[config.mk]
export PLATFORM = sky130hd
export DESIGN_NAME = flash_arbiter_flat
export DESIGN_NICKNAME = d
export VERILOG_FILES = /design/src/rtl/flash_arbiter_pkg.sv /design/src/rtl/flash_arbiter_if.sv /design/src/rtl/flash_arbiter_rr2.sv /design/src/rtl/flash_arbiter.sv /design/src/flat_wrapper.sv
export SDC_FILE = /design/constraint.sdc
export NUM_CORES = 1
export LEC_CHECK = 0
export ABC_CLOCK_PERIOD_IN_PS = 3700
export CAP_MARGIN = 25
export CORE_MARGIN = 4
export CORE_UTILIZATION = 44
export CTS_CLUSTER_SIZE = 28
export DETAILED_ROUTE_END_ITERATION = 7
export PLACE_DENSITY = 0.85
export SYNTH_ARGS = -nofsm -noshare
export SYNTH_HDL_FRONTEND = slang
export SYNTH_SLANG_ARGS = --single-unit
[constraint.sdc]
create_clock -name clk -period 3.7 [get_ports clk]
set_input_delay 0.925 -clock clk [delete_from_list [all_inputs] [get_ports clk]]
set_output_delay 0.925 -clock clk [all_outputs]
set_load 0.02 [all_outputs]
[src/rtl/flash_arbiter_pkg.sv]
// Shared types for the flash read-port arbiter: FSM states, grant encoding, timeout counter width.
package flash_arb_pkg;

  typedef enum logic [2:0] {
    ST_IDLE      = 3'd0,
    ST_ISSUE     = 3'd1,
    ST_WAIT_BUSY = 3'd2,
    ST_WAIT_DONE = 3'd3,
    ST_RESP      = 3'd4
  } fa_state_t;

  localparam logic GNT_I = 1'b0;
  localparam logic GNT_D = 1'b1;

  localparam int FA_CNT_W = 16;

  function automatic logic other_port(input logic g);
    return (g == GNT_I) ? GNT_D : GNT_I;
  endfunction

endpackage

[src/rtl/flash_arbiter_if.sv]
// Requester (fetch/data) and flash-side signals of the arbiter; slave = arbiter, master = environment.
interface flash_arbiter_if #(
  parameter int ADDR_W = 32,
  parameter int DATA_W = 32
);
  logic              if_req;
  logic [ADDR_W-1:0] if_addr;
  logic              if_ack;
  logic [DATA_W-1:0] if_rdata;
  logic              if_err;

  logic              d_req;
  logic [ADDR_W-1:0] d_addr;
  logic              d_ack;
  logic [DATA_W-1:0] d_rdata;
  logic              d_err;

  logic              fl_rd;
  logic [ADDR_W-1:0] fl_addr;
  logic              flash_busy;
  logic [DATA_W-1:0] fl_rdata;

  modport slave (
    input  if_req, if_addr, d_req, d_addr, flash_busy, fl_rdata,
    output if_ack, if_rdata, if_err, d_ack, d_rdata, d_err, fl_rd, fl_addr
  );

  modport master (
    output if_req, if_addr, d_req, d_addr, flash_busy, fl_rdata,
    input  if_ack, if_rdata, if_err, d_ack, d_rdata, d_err, fl_rd, fl_addr
  );
endinterface

[src/rtl/flash_arbiter_rr2.sv]
// Combinational 2-way round-robin pick; on contention the port not granted last wins.
module arb_rr2
  import flash_arb_pkg::*;
(
  input  logic if_req,
  input  logic d_req,
  input  logic last_grant,
  output logic grant,
  output logic any_req
);

  always_comb begin
    any_req = if_req | d_req;
    if (if_req && d_req) begin
      grant = other_port(last_grant);
    end else if (d_req) begin
      grant = GNT_D;
    end else begin
      grant = GNT_I;
    end
  end

endmodule

[src/rtl/flash_arbiter.sv]
// Shares one flash read port between fetch and data paths; min 4-cycle latency, one read per >=5 cycles.
// Requesters hold req until their ack pulse; FLASH_ARB_TIMEOUT_EN adds an abort-on-timeout counter.
module flash_arbiter
  import flash_arb_pkg::*;
#(
  parameter int ADDR_W = 32,
  parameter int DATA_W = 32
`ifdef FLASH_ARB_TIMEOUT_EN
  , parameter int TIMEOUT = 255
`endif
) (
  input  logic           clk,
  input  logic           rst,
  flash_arbiter_if.slave bus
);

  fa_state_t         state;
  fa_state_t         state_nx;
  logic              last_grant;
  logic              grant_q;
  logic              arb_grant;
  logic              arb_any;

  logic              fl_rd_q;
  logic [ADDR_W-1:0] fl_addr_q;
  logic              if_ack_q;
  logic              d_ack_q;
  logic              if_err_q;
  logic              d_err_q;
  logic [DATA_W-1:0] if_rdata_q;
  logic [DATA_W-1:0] d_rdata_q;

  logic              timeout_hit;
  logic              rsp_load;
  logic              rsp_err;
  logic [DATA_W-1:0] rsp_data;

  arb_rr2 u_arb (
    .if_req     (bus.if_req),
    .d_req      (bus.d_req),
    .last_grant (last_grant),
    .grant      (arb_grant),
    .any_req    (arb_any)
  );

`ifdef FLASH_ARB_TIMEOUT_EN
  localparam logic [FA_CNT_W-1:0] TMO_LIM = FA_CNT_W'(TIMEOUT);

  logic [FA_CNT_W-1:0] tmo_cnt;
  logic                waiting;

  assign waiting = (state == ST_WAIT_BUSY) || (state == ST_WAIT_DONE);

  always_ff @(posedge clk) begin
    if (!rst) begin
      tmo_cnt <= '0;
    end else if (state == ST_ISSUE) begin
      tmo_cnt <= '0;
    end else if (waiting) begin
      tmo_cnt <= tmo_cnt + 1'b1;
    end
  end

  assign timeout_hit = waiting && (tmo_cnt == TMO_LIM);
`else
  assign timeout_hit = 1'b0;
`endif

  always_ff @(posedge clk) begin
    if (!rst) begin
      state <= ST_IDLE;
    end else begin
      state <= state_nx;
    end
  end

  always_comb begin
    state_nx = state;
    rsp_load = 1'b0;
    rsp_err  = 1'b0;
    rsp_data = bus.fl_rdata;
    unique case (state)
      ST_IDLE: begin
        if (arb_any) begin
          state_nx = ST_ISSUE;
        end
      end
      ST_ISSUE: begin
        state_nx = ST_WAIT_BUSY;
      end
      ST_WAIT_BUSY: begin
        if (timeout_hit) begin
          state_nx = ST_RESP;
          rsp_load = 1'b1;
          rsp_err  = 1'b1;
          rsp_data = '0;
        end else if (bus.flash_busy) begin
          state_nx = ST_WAIT_DONE;
        end
      end
      ST_WAIT_DONE: begin
        // Real completion wins over a timeout landing on the same cycle.
        if (!bus.flash_busy) begin
          state_nx = ST_RESP;
          rsp_load = 1'b1;
        end else if (timeout_hit) begin
          state_nx = ST_RESP;
          rsp_load = 1'b1;
          rsp_err  = 1'b1;
          rsp_data = '0;
        end
      end
      ST_RESP: begin
        state_nx = ST_IDLE;
      end
      default: begin
        state_nx = ST_IDLE;
      end
    endcase
  end

  always_ff @(posedge clk) begin
    if (!rst) begin
      last_grant <= GNT_D;
      grant_q    <= GNT_I;
      fl_rd_q    <= 1'b0;
      fl_addr_q  <= '0;
      if_ack_q   <= 1'b0;
      d_ack_q    <= 1'b0;
      if_err_q   <= 1'b0;
      d_err_q    <= 1'b0;
      if_rdata_q <= '0;
      d_rdata_q  <= '0;
    end else begin
      fl_rd_q  <= (state_nx == ST_ISSUE);
      if_ack_q <= 1'b0;
      d_ack_q  <= 1'b0;
      // Address is frozen at grant; later changes on the requester side are ignored.
      if (state == ST_IDLE && arb_any) begin
        grant_q    <= arb_grant;
        last_grant <= arb_grant;
        fl_addr_q  <= (arb_grant == GNT_D) ? bus.d_addr : bus.if_addr;
      end
      if (rsp_load) begin
        if (grant_q == GNT_D) begin
          d_ack_q   <= 1'b1;
          d_rdata_q <= rsp_data;
          d_err_q   <= rsp_err;
        end else begin
          if_ack_q   <= 1'b1;
          if_rdata_q <= rsp_data;
          if_err_q   <= rsp_err;
        end
      end
    end
  end

  assign bus.fl_rd    = fl_rd_q;
  assign bus.fl_addr  = fl_addr_q;
  assign bus.if_ack   = if_ack_q;
  assign bus.if_rdata = if_rdata_q;
  assign bus.if_err   = if_err_q;
  assign bus.d_ack    = d_ack_q;
  assign bus.d_rdata  = d_rdata_q;
  assign bus.d_err    = d_err_q;

endmodule

[src/flat_wrapper.sv]
// flat-port wrapper written by rule: the top's interface ports become plain ports
module flash_arbiter_flat import flash_arb_pkg::*;
#(
  parameter int ADDR_W = 32,
  parameter int DATA_W = 32

)
  (clk, rst, bus_if_req, bus_if_addr, bus_d_req, bus_d_addr, bus_flash_busy, bus_fl_rdata, bus_if_ack, bus_if_rdata, bus_if_err, bus_d_ack, bus_d_rdata, bus_d_err, bus_fl_rd, bus_fl_addr);
  flash_arbiter_if #(.ADDR_W(ADDR_W), .DATA_W(DATA_W)) bus_i ();
  input  logic clk;
  input  logic rst;
  input wire logic [$bits(bus_i.if_req)-1:0] bus_if_req;
  input wire logic [$bits(bus_i.if_addr)-1:0] bus_if_addr;
  input wire logic [$bits(bus_i.d_req)-1:0] bus_d_req;
  input wire logic [$bits(bus_i.d_addr)-1:0] bus_d_addr;
  input wire logic [$bits(bus_i.flash_busy)-1:0] bus_flash_busy;
  input wire logic [$bits(bus_i.fl_rdata)-1:0] bus_fl_rdata;
  output wire logic [$bits(bus_i.if_ack)-1:0] bus_if_ack;
  output wire logic [$bits(bus_i.if_rdata)-1:0] bus_if_rdata;
  output wire logic [$bits(bus_i.if_err)-1:0] bus_if_err;
  output wire logic [$bits(bus_i.d_ack)-1:0] bus_d_ack;
  output wire logic [$bits(bus_i.d_rdata)-1:0] bus_d_rdata;
  output wire logic [$bits(bus_i.d_err)-1:0] bus_d_err;
  output wire logic [$bits(bus_i.fl_rd)-1:0] bus_fl_rd;
  output wire logic [$bits(bus_i.fl_addr)-1:0] bus_fl_addr;
  assign bus_i.if_req = bus_if_req;
  assign bus_i.if_addr = bus_if_addr;
  assign bus_i.d_req = bus_d_req;
  assign bus_i.d_addr = bus_d_addr;
  assign bus_i.flash_busy = bus_flash_busy;
  assign bus_i.fl_rdata = bus_fl_rdata;
  assign bus_if_ack = bus_i.if_ack;
  assign bus_if_rdata = bus_i.if_rdata;
  assign bus_if_err = bus_i.if_err;
  assign bus_d_ack = bus_i.d_ack;
  assign bus_d_rdata = bus_i.d_rdata;
  assign bus_d_err = bus_i.d_err;
  assign bus_fl_rd = bus_i.fl_rd;
  assign bus_fl_addr = bus_i.fl_addr;
  flash_arbiter #(.ADDR_W(ADDR_W), .DATA_W(DATA_W)) u_core (.clk(clk), .rst(rst), .bus(bus_i));
endmodule
-- Word level (Yosys, flattened, before mapping)
Index checks and enable logic that the tools add are counted.
- reduce and logical (&&, ||, !) cells: 6
- add/subtract/negate cells: 0
- div/mod/pow operators: 0
- multiplexer cells: 12
- bitwise gates (word level): 2
- magnitude comparators: 0
- $mul: 0
- eq/ne operators: 4
- shift operators: 0
- operators with widths (operator ; count):
    2-to-1 mux 32 bit ; 1
    one-hot mux 3 bit (4 select lines) ; 1
    2-to-1 mux 3 bit ; 3
    2-to-1 mux 1 bit ; 7
    == test 3 x 1 -> 1 bit, second input constant ; 2
    == test 3 x 2 -> 1 bit, second input constant ; 2
    AND reduction 2 bit ; 3
    zero test 3 bit ; 1
    logical AND 1 bit ; 2
    NOT 1 bit ; 1
    OR 1 bit ; 1
- memories: 0
- output and inout bits: 101
- memory bits (writable): 0
- ROM bits: 0
- register bits after elaboration: 104
- word-level logic and storage cells: 33
- bits of input ports: 101
- bits in latches: 0

-- Depth between registers and ports, before layout
Gate-level depths: netlist (run 1).
- word-level depth: 4
- gate-level depth with buffers: 5

-- By module
A second synthesis (run 1) with hierarchy kept.
- cell total of the unflattened synthesis: 417
- area, all modules: 4083.9 µm²
- by module, submodules not included (module ; area each (µm²) ; cells each ; instances ; sequential area each (µm²)):
    flash_arbiter ; 4070.2 ; 415 ; 1 ; 2082.0
    arb_rr2 ; 13.8 ; 2 ; 1 ; 0.0

-- Worst setup path before layout (run 1)
OpenSTA, ideal clock, no wires.
- kind: input to register
- start: input bus_d_req
- end: register u_core.fl_addr_q[18] (netlist: u_core.bus.fl_addr[18])
- stages on the path: 5
- arrival time: 1.746 ns
- path buffers: 2
- data required time: 3.565 ns
- setup slack: 1.819 ns
- cell sequence: or2_2 > buf_2 > buf_2 > a31oi_1 > a211oi_2
- cells in the longest elaborated chain, start to end: 3
- elaborated cells on any way between the ends: 6
- those cells by class: mux: 3; bitwise: 1; reduce/logical: 2
- ends and longest elaborated chain (element ; line ; text):
    start, declared ; flat_wrapper.sv:14 ; input wire logic [$bits(bus_i.d_req)-1:0] bus_d_req;
    2-to-1 mux 1 bit or logical AND 1 bit (tied branches) ; flash_arbiter_rr2.sv:16, flash_arbiter_rr2.sv:14 ;
    2-to-1 mux 1 bit ; flash_arbiter_rr2.sv:14 ; if (if_req && d_req) begin
    2-to-1 mux 32 bit ; flash_arbiter.sv:142 ; fl_addr_q <= (arb_grant == GNT_D) ? bus.d_addr : bus.if_addr;
    end signal, assigned ; flash_arbiter.sv:142 ;
    end, declared ; flash_arbiter.sv:25 ; logic [ADDR_W-1:0] fl_addr_q;
Parallel ways exist; a longest one is shown, timed or not.
A chain may end at the register's enable or synchronous reset.

-- Worst setup path after layout (run 1)
- start: input bus_d_req
- end: register u_core.fl_addr_q[8] (netlist: u_core.bus.fl_addr[8])
The elaborated chain is that of the path after synthesis.

==> results of run 1 <==
==> flip-flops by register name (all words and copies together), names as in the netlist, 3 cells and up <==
register             cells
u_core.state             3
u_core.bus.fl_addr      32
u_core.bus.d_rdata      32
u_core.bus.if_rdata     32
==> logic make-up after synthesis <==
kind of cell	Yosys count	synth area share [%]
other cells	1	0.0870
simple gates	82	10.0
mux	32	7.43
buf+inv	61	7.98
compound gates	197	26.2
flops	104	48.3
==> per-stage QoR <==
step	total power, mW	worst slack (ns)	area, um^2
floorplan	1.57	1.82	4310
global placement	1.83	0.952	6220
detailed placement	1.84	0.881	6220
CTS	2.46	1.28	6400
global route	2.55	1.13	6400
finish	2.44	1.27	6400
==> cell type report <==
cell class              count  area, um^2  area share (%)
clock inverters             6        46.3           0.724
clock buffers              10         128            1.99
multi-input cells         313        1900            29.7
flip-flops and latches    104        2080            32.6
repair buffers            207        2060            32.3
well taps                 129         161            2.52
inverters                   4        15.0           0.235
==> cell usage after synthesis, types with 2 or more instances <==
| cell | count | area, um^2 |
|---|---|---|
| a211oi_2 | 2 | 25.0 |
| nand3_1 | 64 | 320 |
| a211oi_1 | 30 | 225 |
| a31oi_1 | 32 | 200 |
| buf_8 | 2 | 30.0 |
| buf_4 | 11 | 82.6 |
| clkbuf_1 | 23 | 86.3 |
| o21ai_0 | 59 | 295 |
| nand2_1 | 4 | 15.0 |
| buf_6 | 2 | 22.5 |
| nor2_1 | 3 | 11.3 |
| buf_2 | 15 | 75.1 |
| o21ai_1 | 5 | 25.0 |
| buf_1 | 2 | 7.51 |
| inv_2 | 2 | 7.51 |
| dfxtp_1 | 104 | 2080 |
| mux2i_1 | 32 | 320 |
| nor3_1 | 4 | 20.0 |
| a21oi_1 | 66 | 330 |
==> where the power goes <==
group | leakage [nW] | switching (mW) | total, mW | internal, mW
registers | 0.848 | 0.0412 | 1.23 | 1.18
logic | 1.20 | 0.303 | 0.591 | 0.288
clock network | 0.0824 | 0.378 | 0.626 | 0.247
==> worst max path at each step <==
stage,slack [ns],startpoint,end
final,1.27,bus_d_req,u_core.bus.fl_addr[8]$_SDFFE_PN0P_
after global routing,1.13,bus_d_req,u_core.bus.fl_addr[8]$_SDFFE_PN0P_
after CTS,1.28,bus_flash_busy,u_core.bus.if_rdata[8]$_SDFFE_PN0P_
after detailed placement,0.88,bus_flash_busy,u_core.bus.if_rdata[8]$_SDFFE_PN0P_
after global placement,0.95,bus_d_req,u_core.bus.fl_addr[2]$_SDFFE_PN0P_
after floorplan,1.82,bus_d_req,u_core.bus.fl_addr[18]$_SDFFE_PN0P_
==> worst min-delay path, cell delays in order, from the launching register on <==
cell and delay, ns:
dfxtp_1 0.32, o21ai_0 0.06, a21oi_1 0.06
==> routing by layer <==
| metal | vias up | global-route usage (%) | share of wire (%) |
|---|---|---|---|
| met2 | 198 | 36.6 | 49 |
| met3 | 15 | 7.34 | 10 |
| met5 | - | 0 | 0 |
| met1 | 1969 | 26.3 | 39 |
| li1 | 2083 | - | - |
| met4 | 0 | 6.12 | 1.3 |
==> results.toml, run 1 <==
[routing]
drtIter0Drc = 207
wirelength_um = 12800
viasPerCell = 5.52
drtAntennaViolNets = 0
drt_drc_violations_left = 0
vias = 4265
wire_per_inst_um = 16.6
dr.pass1.iters = 5

[sta]
rsz0062_at_grt = "false"
finalHoldViolCount = 0
fin_crit_ns = 2.43
period_share_pct = 65.8
tightest_slew_ns = 0.969
setup_viol = 0
final_max_slew_viol_count = 0
fmax_mhz = 411
max_slew_margin_pct = 35.3
finalSetupTns_ns = 0
fin_hold_ws_ns = 0.481
clock-skew-final_ns = 0.0166

[setup_path]
reg2reg_depth = 3
path_max_fanout = 27
arrival_ns = 2.66
r2r_end = "u_core.bus.fl_addr[10]$_SDFFE_PN0P_"
cp.required_ns = 3.92
critical_path_class = "input pin to flip-flop"
crit_cells = 5
critPathMaxStageDelay_ns = 0.50
path_cells = "clkdlybuf4s50_1 -> a21boi_4 -> buf_4 -> mux2i_1 -> a211oi_1"
crit_buf_inv = 2
r2r-start = "u_core.state[2]$_SDFF_PN0_"
crit_path_start_kind = "input pin"
endpoint_kind = "flip-flop"
cp_slowest_cell = "clkdlybuf4s50_1"
ff2ff_setup_slack_ns = 1.81
critPathTopFamily = "buffers and inverters"

[finish]
fin_cells = 773
num_antenna_cells = 0
drive_gt1_share_pct = 5.28
area_growth_syn_to_layout_pct = 48.5
fillers = 772
nets = 740
final_common_cell = "clkdlybuf4s50_1"
layout_common_cells = "clkdlybuf4s50_1 (199), dfxtp_1 (103), a21oi_1 (66)"
utilization_pct = 68.3

[floorplan]
start_util_pct = 46.0
die_w_um = 107
die_h_um = 107
rows = 35
fp.dieArea_um2 = 11400
core_um2 = 9370
io_pins = 202

[run_status]
status = "finished clean"

[clock_network]
cts_sinks = 104
clk_latency_ns = 0.36
holdBufCountCts = 0
cts_max_path_buffers = 2
numCtsBuffers = 9
clkTransAtPathRegs_ns = 0.11
cts_setup_buffers = 0
clock-root-buffer = "clkbuf_8"
cts_tree = "built"
cts_resized = 0
htree_levels = 3

[place]
numPortBuffers = 199
gp_congestion = 0.816
hpwl_um = 9140
placedCellCount = 757

[yosys]
syn_area_per_cell_um2 = 9.03
netlist_instances = 477
synth_ff_type = "dfxtp_1"
async_flop_share_pct = 0
yosysSeqAreaShare_pct = 48.3
syn-cell-area_um2 = 4310
synth-edff-count = 0
ys_ff_latch = 104
synth_cell_types = 34
synth_warnings = 0

[power]
p_leak_nw = 2.13
ir_drop_mv = 0.238
pwr_density_cell_nw_per_um2 = 382

[run]
cap_viol_max_count = 0

[global_route]
grt.total_usage_pct = 21.7
grt_pass1_vias = 4058
grt_remaining_overflow = 0
grt_max_degree = 100
grt_pass1_wl_um = 20100
grt_antenna_before_repair = 0

[worst_hold_path]
hold_depth = 2
hp-start = "u_core.bus.if_rdata[19]$_SDFFE_PN0P_"
hold_path_class = "flip-flop to flip-flop"
hold_path_end = "u_core.bus.if_rdata[19]$_SDFFE_PN0P_"
Power figures use the tool's default switching activity.
==> inputs of run 2 (changes only) <==
--- a/config.mk
+++ b/config.mk
@@ -5,13 +5,13 @@
 export SDC_FILE = /design/constraint.sdc
 export NUM_CORES = 1
 export LEC_CHECK = 0
-export ABC_CLOCK_PERIOD_IN_PS = 3700
+export ABC_CLOCK_PERIOD_IN_PS = 2200
 export CAP_MARGIN = 25
 export CORE_MARGIN = 4
-export CORE_UTILIZATION = 44
+export CORE_UTILIZATION = 37
 export CTS_CLUSTER_SIZE = 28
 export DETAILED_ROUTE_END_ITERATION = 7
-export PLACE_DENSITY = 0.85
+export PLACE_DENSITY = 0.76
 export SYNTH_ARGS = -nofsm -noshare
 export SYNTH_HDL_FRONTEND = slang
 export SYNTH_SLANG_ARGS = --single-unit
==> constraint.sdc (replaced) <==
create_clock -name clk -period 2.2 [get_ports clk]
set_input_delay 0.55 -clock clk [delete_from_list [all_inputs] [get_ports clk]]
set_output_delay 0.55 -clock clk [all_outputs]
set_load 0.02 [all_outputs]
==> results.toml, run 2 (synthesized netlist as in run 1, its figures left out) <==
[run_status]
status = "finished clean"

[sta]
clock-skew-final_ns = 0.00680
final_max_slew_viol_count = 0
rsz0062_at_grt = "false"
tightest_slew_ns = 0.882
fin_crit_ns = 1.91
fin_ws_ns = 0.292
period_share_pct = 86.7
fmax_mhz = 524
setup_viol = 0
max_slew_margin_pct = 40.8
fin_hold_ws_ns = 0.477
finalHoldViolCount = 0

[floorplan]
die_w_um = 116
start_util_pct = 37.7
fp.dieArea_um2 = 13400
core_um2 = 11400
io_pins = 202
die_h_um = 116
rows = 39

[worst_hold_path]
hold_path_class = "flip-flop to flip-flop"
hold_path_end = "u_core.bus.d_rdata[13]$_SDFFE_PN0P_"
hp-start = "u_core.bus.d_rdata[13]$_SDFFE_PN0P_"
hold_depth = 2

[clock_network]
numCtsBuffers = 9
clk_latency_ns = 0.33
cts_max_path_buffers = 2
cts_resized = 0
cts_setup_buffers = 0
cts_sinks = 104
cts_tree = "built"
clkTransAtPathRegs_ns = 0.07
holdBufCountCts = 0
htree_levels = 3
clock-root-buffer = "clkbuf_16"

[power]
p_sw_share_pct = 26.4
pwr_density_cell_nw_per_um2 = 723
power_frac_comb_pct = 21.4
p_leak_nw = 2.24
seqPwrFrac_pct = 42.9
fin_total_pwr_mw = 4.80
intPower_mw = 3.53
ir_drop_mv = 0.457
clkPwrFrac_pct = 35.7
p_sw_mw = 1.27

[finish]
nets = 744
utilization_pct = 58.2
drive_gt1_share_pct = 5.71
area_growth_syn_to_layout_pct = 54.2
num_antenna_cells = 0
layout_common_cells = "clkdlybuf4s50_1 (199), dfxtp_1 (103), a21oi_1 (66)"
final_common_cell = "clkdlybuf4s50_1"

[global_route]
grt_pass1_wl_um = 20600
grt_antenna_before_repair = 0
grt.total_usage_pct = 18.7
grt_pass1_vias = 4164
grt_max_degree = 73
grt_remaining_overflow = 0

[setup_path]
r2r-start = "u_core.state[2]$_SDFF_PN0_"
cp.required_ns = 2.43
ff2ff_setup_slack_ns = 0.36
crit_path_start_kind = "input pin"
path_max_fanout = 34
critical_path_class = "input pin to flip-flop"
r2r_end = "u_core.bus.fl_addr[18]$_SDFFE_PN0P_"
endpoint_kind = "flip-flop"
reg2reg_depth = 3
arrival_ns = 2.14

[place]
place_ws_ns = -0.0406
hpwl_um = 9330
gp_congestion = 0.788
numPortBuffers = 199

[routing]
wire_per_inst_um = 16.6
drtAntennaViolNets = 0
drtIter0Drc = 434
vias = 4308
drt_drc_violations_left = 0
dr.pass1.iters = 5
viasPerCell = 5.45
wirelength_um = 13100

[run]
cap_viol_max_count = 0
==> run 2: layout make-up <==
type | instances | area (um^2)
Inverter | 4 | 15.0
Clock inverter | 4 | 76.3
Sequential cell | 104 | 2080
Multi-Input combinational cell | 313 | 1900
Fill cell | 1012 | 4770
Clock buffer | 12 | 246
Tap cell | 143 | 179
Timing Repair Buffer | 211 | 2140
==> run 2: worst max path at each step <==
stage | start | end | slack [ns]
floorplan | bus_d_req | u_core.bus.fl_addr[18]$_SDFFE_PN0P_ | 0.69
global placement | bus_if_req | u_core.bus.fl_addr[18]$_SDFFE_PN0P_ | 0.06
detailed placement | bus_if_req | u_core.bus.fl_addr[3]$_SDFFE_PN0P_ | -0.04
CTS | u_core.bus.fl_addr[12]$_SDFFE_PN0P_ | bus_fl_addr[12] | 0.30
global route | u_core.state[2]$_SDFF_PN0_ | u_core.bus.fl_addr[18]$_SDFFE_PN0P_ | 0.15
finish | bus_if_req | u_core.bus.fl_addr[12]$_SDFFE_PN0P_ | 0.29
==> run 2: power groups by stage <==
stage               clock network [mW]  logic, mW  registers, mW
global route                      1.84       1.10           2.07
global placement                     0       1.01           2.10
CTS                               1.74       1.03           2.06
detailed placement                   0       1.03           2.10
floorplan                            0      0.421           2.21
finish                            1.71       1.03           2.06
==> run 2: per-layer routing <==
layer / wire (um) / track usage, %
met1: 5340 / 23.2
met2: 6300 / 30.6
met3: 1380 / 7.62
met4: 100 / 3.87
met5: 0 / 0
==> run 2: worst max-delay path, cell delays in order <==
cell and delay [ns]:
clkdlybuf4s50_1 0.55, or2_2 0.58, a31oi_1 0.18, a211oi_1 0.27
==> run 2: per-stage QoR <==
stage	TNS, ns	cells	area, um^2
floorplan	0	478	4310
global placement	0	775	6320
detailed placement	-0.103	775	6320
CTS	0	791	6640
global route	0	791	6640
finish	0	791	6640
==> inputs of run 3 (changes only) <==
--- a/config.mk
+++ b/config.mk
@@ -9,9 +9,11 @@
 export CAP_MARGIN = 25
 export CORE_MARGIN = 4
 export CORE_UTILIZATION = 37
+export CTS_CLUSTER_DIAMETER = 60
 export CTS_CLUSTER_SIZE = 28
 export DETAILED_ROUTE_END_ITERATION = 7
 export PLACE_DENSITY = 0.76
+export SLEW_MARGIN = 10
 export SYNTH_ARGS = -nofsm -noshare
 export SYNTH_HDL_FRONTEND = slang
 export SYNTH_SLANG_ARGS = --single-unit
==> results of run 3 <==
No change in the layout: final DEF, timing and power equal those of run 2.
